<file path="src/rtl/rom_loader.sv">
// Byte-stream ROM loader: header (A0/A1), word count, then little-endian 32-bit words.
// Define ROM_LOADER_VERIFY_EN to read back and compare every word after it is written.
module rom_loader #(
    parameter int TIMEOUT_CYCLES = 1000
) (
    input  logic        sys_clk,
    input  logic        sys_rst,
    input  logic        byte_valid,
    input  logic [7:0]  byte_data,
    output logic        byte_ready,
    output logic        rom_we,
    output logic        rom_select,
    output logic [5:0]  rom_addr,
    output logic [31:0] rom_wd,
    input  logic [31:0] rom_rd,
    output logic        hold_rst,
    output logic        done,
    output logic        err
);

    localparam int TW = $clog2(TIMEOUT_CYCLES + 1);

`ifdef ROM_LOADER_VERIFY_EN
    typedef enum logic [2:0] {
        S_IDLE, S_COUNT, S_DATA, S_WRITE, S_VERIFY, S_FINISH
    } state_t;
`else
    typedef enum logic [2:0] {
        S_IDLE, S_COUNT, S_DATA, S_WRITE, S_FINISH
    } state_t;
`endif

    state_t state, state_nxt;

    logic [1:0]    byte_idx;
    logic [5:0]    last_addr;
    logic [TW-1:0] to_cnt;

    logic accept;
    logic tmo_expired;
    logic hdr_ok;
    logic cnt_ok;
    logic data_take;
    logic set_err;
    logic addr_inc;
    logic go_finish;

    assign accept      = byte_valid & byte_ready;
    assign tmo_expired = (to_cnt == TW'(TIMEOUT_CYCLES - 1));

`ifndef ROM_LOADER_VERIFY_EN
    logic unused_rd;
    assign unused_rd = ^rom_rd;
`endif

    always_ff @(posedge sys_clk) begin
        if (sys_rst) state <= S_IDLE;
        else         state <= state_nxt;
    end

    always_comb begin
        state_nxt  = state;
        byte_ready = 1'b0;
        rom_we     = 1'b0;
        done       = 1'b0;
        hdr_ok     = 1'b0;
        cnt_ok     = 1'b0;
        data_take  = 1'b0;
        set_err    = 1'b0;
        addr_inc   = 1'b0;
        go_finish  = 1'b0;
        case (state)
            S_IDLE: begin
                byte_ready = 1'b1;
                if (accept && byte_data[7:1] == 7'b1010_000) begin
                    hdr_ok    = 1'b1;
                    state_nxt = S_COUNT;
                end
            end
            S_COUNT: begin
                byte_ready = 1'b1;
                if (accept) begin
                    if (byte_data[7:6] != 2'b00) begin
                        set_err   = 1'b1;
                        state_nxt = S_IDLE;
                    end else begin
                        cnt_ok    = 1'b1;
                        state_nxt = S_DATA;
                    end
                end else if (tmo_expired) begin
                    set_err   = 1'b1;
                    state_nxt = S_IDLE;
                end
            end
            S_DATA: begin
                byte_ready = 1'b1;
                if (accept) begin
                    data_take = 1'b1;
                    if (byte_idx == 2'd3) state_nxt = S_WRITE;
                end else if (tmo_expired) begin
                    set_err   = 1'b1;
                    state_nxt = S_IDLE;
                end
            end
            S_WRITE: begin
                rom_we = 1'b1;
`ifdef ROM_LOADER_VERIFY_EN
                state_nxt = S_VERIFY;
`else
                if (rom_addr == last_addr) begin
                    go_finish = 1'b1;
                    state_nxt = S_FINISH;
                end else begin
                    addr_inc  = 1'b1;
                    state_nxt = S_DATA;
                end
`endif
            end
`ifdef ROM_LOADER_VERIFY_EN
            S_VERIFY: begin
                if (rom_rd != rom_wd) begin
                    set_err   = 1'b1;
                    state_nxt = S_IDLE;
                end else if (rom_addr == last_addr) begin
                    go_finish = 1'b1;
                    state_nxt = S_FINISH;
                end else begin
                    addr_inc  = 1'b1;
                    state_nxt = S_DATA;
                end
            end
`endif
            S_FINISH: begin
                done      = 1'b1;
                state_nxt = S_IDLE;
            end
            default: state_nxt = S_IDLE;
        endcase
    end

    // Count 0 means 64 words; storing N-1 as a 6-bit address makes that wrap for free.
    always_ff @(posedge sys_clk) begin
        if (sys_rst) begin
            rom_select <= 1'b0;
            rom_addr   <= 6'd0;
            rom_wd     <= 32'd0;
            hold_rst   <= 1'b0;
            err        <= 1'b0;
            byte_idx   <= 2'd0;
            last_addr  <= 6'd0;
            to_cnt     <= '0;
        end else begin
            if (hdr_ok) begin
                rom_select <= byte_data[0];
                rom_addr   <= 6'd0;
                err        <= 1'b0;
                hold_rst   <= 1'b1;
                byte_idx   <= 2'd0;
            end
            if (cnt_ok)
                last_addr <= byte_data[5:0] - 6'd1;
            if (data_take) begin
                rom_wd[{byte_idx, 3'b000} +: 8] <= byte_data;
                byte_idx <= byte_idx + 2'd1;
            end
            if (addr_inc)
                rom_addr <= rom_addr + 6'd1;
            if (go_finish)
                hold_rst <= 1'b0;
            if (set_err) begin
                err      <= 1'b1;
                hold_rst <= 1'b0;
                byte_idx <= 2'd0;
            end
            if ((state == S_COUNT || state == S_DATA) && !accept)
                to_cnt <= to_cnt + TW'(1);
            else
                to_cnt <= '0;
        end
    end

endmodule
</file>
<file path="config.mk">
export PLATFORM = sky130hd
export DESIGN_NAME = rom_loader
export DESIGN_NICKNAME = d
export VERILOG_FILES = /design/src/rtl/rom_loader.sv
export SDC_FILE = /design/constraint.sdc
export NUM_CORES = 1
export LEC_CHECK = 0
export ABC_AREA = 1
export BUFFER_PORTS_ARGS = -buffer_cell sky130_fd_sc_hd__buf_4
export CORE_ASPECT_RATIO = 2
export CORE_MARGIN = 2
export CORE_UTILIZATION = 47
export DETAILED_ROUTE_END_ITERATION = 6
export PLACE_DENSITY = 0.82
export SLEW_MARGIN = 10
export SYNTH_ARGS = -nofsm -noshare
export SYNTH_HDL_FRONTEND = slang
export SYNTH_SLANG_ARGS = --single-unit
</file>
<file path="constraint.sdc">
create_clock -name sys_clk -period 1.85 [get_ports sys_clk]
set_clock_uncertainty 0.1 [all_clocks]
set_input_delay 0.37 -clock sys_clk [delete_from_list [all_inputs] [get_ports sys_clk]]
set_output_delay 0.37 -clock sys_clk [all_outputs]
set_load 0.01 [all_outputs]
</file>
Word level (Yosys, flattened, before mapping):

Cells that the tools add are included.
W data, S select, Z words.

* register bits: 62
* input bits: 43
* output and inout bits: 44
* logic and storage cells: 76

* add/subtract/negate cells: 5
* equality and inequality tests: 10
* shift operators: 2
* muxes and demuxes: 34
* bitwise gates (word level): 2
* reductions and logical operators: 14

Operators with widths (count)
* $bwmux W32: 1
* $shift A8 B7 Y32 const A: 1
* $shiftx A8 B7 Y32: 1
* $mux W1: 20
* $mux W3: 6
* $mux W6: 2
* $pmux W3 S4: 1
* $add A10 B1 Y10 const B: 1
* $eq A10 B10 Y1 const B: 1
* $reduce_bool A2 Y1: 4
* $eq A7 B7 Y1 const B: 1
* $neg A5 Y7: 1
* $add A6 B1 Y6 const B: 1
* $eq A3 B2 Y1 const B: 2
* $eq A6 B6 Y1: 1
* $mux W2: 3
* $reduce_or A3 Y1: 2
* $sub A6 B1 Y6 const B: 1
* $reduce_or A2 Y1: 2
* $eq A3 B1 Y1 const B: 1
* $eq A3 B3 Y1 const B: 1
* $logic_not A3 Y1: 1
* $ne A3 B3 Y1 const B: 1
* $add A2 B1 Y2 const B: 1
* other kinds (9): 10

Depth between registers and ports, before layout:

Gate-level depths: netlist of run 1.

* word-level depth: 9
* gate-level depth with buffers: 10
* depth with buffers taken out: 10

Least setup slack after synthesis of run 1:

OpenSTA, ideal clock, no wires.

* path kind: reg-to-reg
* start point: reg byte_idx[0]
* end point: reg rom_wd[20]
* setup time: 0.065 ns
* arrival: 1.612 ns
* setup slack: 0.073 ns
* stages on the path, launching flop included: 10
* buffers on the path: 0
* clock period less this slack: 1.777 ns
* cells stage by stage: dfxtp_1 clkinv_1 ha_1 clkinv_1 nand2_2 inv_1 nand3_1 nor2_1 a21oi_1 nor2_1

* word-level cells in the longest chain between the ends: 3
* elaborated cells on any way between the ends: 4
* classes of those cells: 1 x add/sub; 2 x shift; 1 x mux

Ends and longest elaborated chain
* start: declaration: line 35 `logic [1:0] byte_idx;`
* start signal: assignment: line 164 `byte_idx <= byte_idx + 2'd1;`
* $neg A5 Y7 *: line 163 `rom_wd[{byte_idx, 3'b000} +: 8] <= byte_data;`
* $shiftx A8 B7 Y32 / $shift A8 B7 Y32 (equally long branches): line 163
* $bwmux W32 *: line 163
* end signal: indexed assignment: line 163
* end: declaration: line 14 `output logic [31:0] rom_wd,`

Mark *: on every way between the ends. The rest lies on a longest branch, timed or not.
A chain may end at the register's enable or synchronous reset.

Final worst setup path of run 1:

* start point: reg state[0]
* end point: out rom_we

* word-level cells in the longest chain between the ends: 2

Ends and longest elaborated chain
* start: declaration: line 33 `state_t state, state_nxt;`
* start signal: assignment: line 58 `else state <= state_nxt;`
* $eq A3 B2 Y1: line 72 `case (state)`
* $mux W1: line 72
* end: declaration: line 11 `output logic rom_we,`

Every way passes these cells.

==> results.txt, run 1 <==
The count of endpoints failing hold in the final timing report came out at 0. The share of the synthesized area in the top cell type came out at 39.87%. Leaving out fill and tap cells, the most frequent cell in the layout is sky130_fd_sc_hd__nand2_1.

The total clock buffers created by CTS is 9. The largest net degree at the start of global routing is 35. The cell count after synthesis came out at 446.

The tree is rooted in a sky130_fd_sc_hd__clkbuf_16. The floorplan step defined a core boundary enclosing 6516 um2. Setup repair after global routing left no endpoint under its margin. The required time at the worst-slack endpoint is 1.38 ns. The detailed-route DRC error count came out at 0. The largest voltage drop on the vdd net came out at 0.5891 mV. The post-CTS clock slew at the launch and capture registers of the worst setup and hold paths is 0.05 ns. The initial antenna violation count is 0.

STA classifies the critical path startpoint as a flop. The critical path is of the flop to output port type. The floorplan row count is 42. Power comes to 2.941 mW. The iteration-0 DRC count of the detailed router came out at 181. The worst hold path was traced through 2 stages. The summed instance area of the synthesized netlist came out at 3113 um2.

The longest clock path from root to sink contains 2 buffers. The power density over the cells is 754.7 nW/um2. The slowest cell on the critical path is sky130_fd_sc_hd__dfxtp_1. The number of inserted filler cells in the final layout is 638.

Of all flip-flops after synthesis, the portion carrying an async set or reset was 0%. TritonCTS built the clock tree. The clock tree synthesis step divided the H-tree into 3 levels. The run finished with clean final reports. The final critical-path required period is 1.749 ns.

The count of flip-flops with a built-in enable after synthesis is 0. The global-route wire length before repair is 12.05 mm. The Yosys step of the flow raised 0 warnings. The number of port buffers came out at 54.

The count of state elements after synthesis is 62. The signal on the critical path passes through inv_2, nor3_4, buf_4. The count of distinct cell types in the synthesized netlist is 30. The worst setup path is captured at an output port. The top-level I/O count is 87. The top achievable clock speed came out at 0.5719 GHz. The total overflow left after global routing is 0.

Across the run, the number of max-cap violations was 0. The die is 61.55 um wide. The arrival time reported for the critical path endpoint is 1.28 ns. For this run, the register share of the synthesized area comes to 39.87%. Across the whole layout, storage elements account for 1241 um2. The actual transition at the worst max-transition pin is 0.4498 ns. The detailed-route via count came out at 3052. The post-route fraction of the period consumed by the critical path is 94.52%. Leaving out fill and tap cells, the most frequent cells in the layout are sky130_fd_sc_hd__nand2_1 (96), sky130_fd_sc_hd__buf_4 (64), sky130_fd_sc_hd__dfxtp_1 (62).

The die span in y came out at 119.1 um. The via density per instance came out at 5.078. The most common flop cell mapped by yosys is sky130_fd_sc_hd__dfxtp_1. The maximum cell stage delay along the critical path came out at 0.39 ns. The number of pins with negative max-slew slack in the final report is 0. Among cell families on the critical path, the largest total delay comes from flip-flops.

The number of buffer and inverter stages on the critical path came out at 2. Along the worst path, the maximum fanout reaches 4. The number of nets in the layout is 560. The number of detailed-route iterations in the first pass came out at 7. After clock tree synthesis, the repair step resized 0 gates.

The multi-input combinational cells in the finished layout cover a total of 1588 um2. The headroom to the max-slew limit came out at 69.78%. The HPWL after detailed placement is 5.276 mm. The cell taking the most area after synthesis is sky130_fd_sc_hd__dfxtp_1.

The post-detailed-route wirelength per cell is 12.17 um. The fraction of layout instances using a drive strength above 1 came out at 20.08%. The number of clock sinks seen by CTS is 62.

In the final timing run, aggregate negative setup slack is 0 ns. The latest clock arrival within the worst-skew pair is 0.33 ns. The total die area came out at 7330 um2. The post-route antenna net violation count came out at 0. The global-route usage over all layers came out at 21.24%. The number of buffers inserted for hold repair after clock tree synthesis is 0. In this run the mean area of a mapped cell was 6.980 um2.

The depth of the most critical reg-to-reg path is 8. The total of endpoints with negative setup slack in the final report is 0. The net count after synthesis came out at 498. The post-CTS repair timing setup buffer count came out at 0.

The worst hold path belongs to the class input pin to flop. Ranked by total cell area, the synthesized netlist is headed by sky130_fd_sc_hd__dfxtp_1 (40%), sky130_fd_sc_hd__nand2_1 (12%), sky130_fd_sc_hd__nor2_1 (6.6%), sky130_fd_sc_hd__a21oi_1 (6.6%), sky130_fd_sc_hd__nand3_1 (6.4%). The number of antenna diodes came out at 0. The routed design has 7.312 mm of wire. The routability-driven placement congestion ratio came out at 0.8346. The analysis attributes to cell leakage a power of 1.690 nW. The initial cell density of the core is 47.77%. The total stage count of the critical path came out at 3. The layout-stage area growth over the synthesis result is 25.20%. The via count of the first global-routing pass came out at 2822.

Hold is met by 0.1709 ns.
==> metrics by stage <==
stage               instance area [um2]  utilization (%)  worst slack [ns]  std cells
floorplan                          3113                -           0.07323        446
global placement                   3630            55.70            0.1735        585
detailed placement                 3630            55.70            0.1722        585
CTS                                3897            59.81           0.09738        601
global route                       3897            59.81           0.04148        601
finish                             3897            59.81            0.1014        601
==> final timing paths <==
kind,startpoint,endpoint,slack (ns)
hold reg to reg,to_cnt[0]$_SDFF_PP0_,to_cnt[0]$_SDFF_PP0_,0.35
setup reg to reg,rom_addr[0]$_SDFFE_PP0P_,rom_addr[0]$_SDFFE_PP0P_,0.24
setup / recovery,state[0]$_SDFFE_PP0P_,rom_we,0.10
hold / removal,byte_data[0],last_addr[0]$_SDFFE_PP0P_,0.17
==> layout make-up <==
class	count	area share, %
inverter	56	5.393
timing repair buffer	64	12.33
sequential	62	31.85
clock inverter	5	0.6421
multi-input combinational	315	40.74
clock buffer	11	6.228
tap	88	2.825
==> worst reg2reg max path: stages (launching register included) <==
cell	delay, ns
sky130_fd_sc_hd__dfxtp_1	0.47
sky130_fd_sc_hd__inv_1	0.10
sky130_fd_sc_hd__nand2_1	0.07
sky130_fd_sc_hd__nand2_1	0.04
sky130_fd_sc_hd__nor2_1	0.12
sky130_fd_sc_hd__nand3_2	0.21
sky130_fd_sc_hd__nand2_2	0.21
sky130_fd_sc_hd__nand3_1	0.09
sky130_fd_sc_hd__a21oi_1	0.14
==> power by group <==
part / leakage [nW] / internal [mW] / switching (mW)
Sequential: 0.499 / 1.34 / 0.000497
Combinational: 1.05 / 0.0326 / 0.0644
Clock: 0.139 / 0.929 / 0.578
Total: 1.69 / 2.30 / 0.642
==> cell usage after synthesis (3+ instances only) <==
cell and number:
sky130_fd_sc_hd__nor2_1 55, sky130_fd_sc_hd__inv_2 5, sky130_fd_sc_hd__nand3_1 40, sky130_fd_sc_hd__nand4_1 6, sky130_fd_sc_hd__inv_1 49, sky130_fd_sc_hd__buf_6 3, sky130_fd_sc_hd__nand2_2 6, sky130_fd_sc_hd__clkbuf_1 8
sky130_fd_sc_hd__a21oi_1 41, sky130_fd_sc_hd__nand3_2 4, sky130_fd_sc_hd__ha_1 9, sky130_fd_sc_hd__a31oi_1 8, sky130_fd_sc_hd__dfxtp_1 62, sky130_fd_sc_hd__o21ai_0 17, sky130_fd_sc_hd__nand2_1 96, sky130_fd_sc_hd__nor3_1 18
==> flip-flops by register name, indices dropped and copies added (netlist names) <==
| signal | count |
|---|---|
| byte_idx | 2 |
| err | 1 |
| hold_rst | 1 |
| last_addr | 6 |
| rom_addr | 6 |
| rom_select | 1 |
| rom_wd | 32 |
| state | 3 |
| to_cnt | 10 |
==> metal layers <==
layer	vias to the layer above	GRT usage, %	wire, um	part of all wire [%]
li1	1577	-	-	-
met1	1343	27.48	3135	43
met2	113	32.70	3485	48
met3	19	4.669	492	6.7
met4	0	9.707	197	2.7
met5	-	0	0	0
==> kinds of logic (layout without fill, tap and decap cells) <==
kind of cell | after synthesis | count (layout) | share of synthesized area [%]
xor+xnor | 3 | 3 | 0.8442
flops | 62 | 62 | 39.87
simple gates | 234 | 234 | 34.93
buf+inv | 69 | 136 | 9.124
compound gates | 69 | 69 | 11.62
fa+ha+maj | 9 | 9 | 3.617
(Power assumes the default switching activity.)
==> run 2: changes to the inputs <==
--- a/config.mk
+++ b/config.mk
@@ -11,7 +11,7 @@
 export CORE_MARGIN = 2
 export CORE_UTILIZATION = 47
 export DETAILED_ROUTE_END_ITERATION = 6
-export PLACE_DENSITY = 0.82
+export PLACE_DENSITY = 0.76
 export SLEW_MARGIN = 10
 export SYNTH_ARGS = -nofsm -noshare
 export SYNTH_HDL_FRONTEND = slang
==> results.txt, run 2 (same netlist as run 1, synthesis figures left out) <==
The die span in y is 119.1 um. The headroom to the max-slew limit came out at 71.24%. Dividing the final minimum period by the clock period gives 93.41%.

The total die area came out at 7330 um2. Clock latency on the worst-skew pair, taken at its later pin, is 0.33 ns. The min-delay analysis places its worst path in the category input pin to flop. The via density per instance came out at 4.983. The master cell of the clock root buffer is sky130_fd_sc_hd__clkbuf_16.

The horizontal extent of the die came out at 61.55 um. The top achievable clock speed came out at 0.5787 GHz. The floorplan row count came out at 42.

The detailed-route DRC error count is 0. The flow ran to the end, and the final reports show no timing, DRC or antenna violations. For the pin with the worst max-slew slack, the measured transition is 0.4281 ns. The net count of the finished layout is 560. The number of antenna diodes came out at 0.

The clock tree buffer depth is 2. Following the worst setup path forward leads to its endpoint at rom_we. The top-level I/O count is 87. The iteration-0 DRC count of the detailed router is 146. The largest voltage drop on the vdd net is 0.5701 mV. The endpoint identified for the worst register-to-register timing path is rom_wd[6]$_SDFFE_PP0P_. The maximum fanout along the worst path came out at 4. The register with the most flip-flops in the layout has 32 of them. The element type at the critical path end is an output port. The leakage power of the design is 1.689 nW. The post-CTS clock slew at the launch and capture registers of the worst setup and hold paths came out at 0.05 ns. In the layout the commonest cells are sky130_fd_sc_hd__nand2_1 (96), sky130_fd_sc_hd__buf_4 (64), sky130_fd_sc_hd__dfxtp_1 (62). In this run the critical register-to-register path is launched from byte_idx[0]$_SDFFE_PP0P_. In the final layout, the registers with the most flip-flops are rom_wd (32), to_cnt (10). The total clock buffers created by CTS came out at 9. TritonCTS built the clock tree.

Leaving out fill and tap cells, the most frequent cell in the layout is sky130_fd_sc_hd__nand2_1. The core region is 6516 um2. The pre-antenna-repair detailed-routing pass consisted of 4 iterations. Buffers placed on the I/O ports in this run total 54. For the worst setup path, the data arrival time is 1.26 ns. Routability-driven placement finished with a final weighted congestion of 0.8571. In the final layout, the share of cells above drive strength 1 is 19.61%. The type of the worst setup path is flop to output port.

Counting cells, the worst reg-to-reg path comes to 7. The required time at the worst-slack endpoint came out at 1.38 ns. The placed cell area is 3622 um2. The slack of the worst reg-to-reg path came out at 0.21 ns.

The final standard cell count with taps included and fillers excluded came out at 598. The layout-stage area growth over the synthesis result came out at 25.52%. The via count of the first global-routing pass came out at 2764. The total wire length after detailed routing is 7.255 mm. The initial cell density of the core is 47.77%. The first global-routing pass estimated 11.96 mm of wire. The count of maximum capacitance violations is 0. The total negative setup slack came out at 0 ns. The worst path setup slack after routing is 0.1219 ns. The detailed-route via count came out at 2980.

The global-route usage over all layers came out at 21.54%. The tree built by TritonCTS fans out to 62 sinks. The initial antenna violation count came out at 0. Setup violations remaining at the end of the flow were counted as 0. The largest net degree at the start of global routing is 35. The placed wire-length estimate after detailed placement came out at 5.360 mm.

The count of endpoints failing hold in the final timing report came out at 0. The power density over the cells came out at 774.4 nW/um2. The register with the most flip-flops is rom_wd.

The H-tree generated during clock tree synthesis spans 3 levels. Setup repair after global routing could not meet its margin everywhere. The number of pins with negative max-slew slack in the final report came out at 0. The post-detailed-route wirelength per cell came out at 12.13 um. The total overflow left after global routing is 0. After detailed placement, the design holds a cell count of 584. The final critical-path required period is 1.728 ns.

The minimum setup slack after placement is 0.1355 ns. Buffers inserted to repair hold after CTS numbered 0. After filler insertion, the fill cell instance count of the layout stands at 639. The post-route antenna net violation count came out at 0. The final cell area excluding filler cells came out at 3908 um2. The critical path starts at state[1]$_SDFFE_PP0P_. STA classifies the critical path startpoint as a flop.
run 2: layer usage:
layer / track usage [%] / part of all wire (%) / wire (um)
met1: 26.67 / 44 / 3181
met2: 33.68 / 50 / 3628
met3: 4.126 / 4.2 / 304
met4: 11.84 / 1.9 / 140
met5: 0 / 0 / 0
run 2: timing repair:
action	CTS	global route
endpoints found under the setup margin	1	1
setup buffers	1	0
resized for setup	0	0
pin swaps	1	0
run 2: critical path, stage by stage (launching register included):
cell                      delay, ns
sky130_fd_sc_hd__dfxtp_1       0.43
sky130_fd_sc_hd__inv_2         0.10
sky130_fd_sc_hd__nor3_4        0.23
sky130_fd_sc_hd__buf_4         0.16
run 2: final cells by class:
class	count	area, um2	share of cell area (%)
timing repair buffer	64	480.5	12.30
multi-input combinational	315	1588	40.63
inverter	56	210.2	5.379
sequential	62	1241	31.76
clock buffer	11	242.7	6.212
tap	88	110.1	2.818
clock inverter	2	35.03	0.8966
run 2: report_power, final:
group | total (mW) | switching, mW | internal [mW]
clock | 1.59 | 0.538 | 1.05
sequential | 1.34 | 0.000514 | 1.34
combinational | 0.0978 | 0.0651 | 0.0327
total | 3.03 | 0.604 | 2.42
run 2: stage by stage:
stage | power [mW] | hold WS [ns] | util, %
after CTS | 3.057 | 0.1747 | 59.97
after detailed placement | 1.463 | 0.3371 | 55.59
final | 3.026 | 0.1952 | 59.97
after global placement | 1.464 | 0.3307 | 55.59
after floorplan | 1.417 | 0.3175 | -
after global routing | 3.117 | 0.1877 | 59.97
run 2: worst min-delay path by stage:
stage,from,end,slack [ns],cells after the start
floorplan,to_cnt[0]$_SDFF_PP0_,to_cnt[0]$_SDFF_PP0_,0.32,1
global placement,to_cnt[0]$_SDFF_PP0_,to_cnt[0]$_SDFF_PP0_,0.33,1
detailed placement,rom_select$_SDFFE_PP0P_,rom_select$_SDFFE_PP0P_,0.34,2
CTS,byte_data[0],last_addr[0]$_SDFFE_PP0P_,0.17,2
global route,byte_data[0],last_addr[0]$_SDFFE_PP0P_,0.19,2
finish,byte_data[0],last_addr[0]$_SDFFE_PP0P_,0.20,2
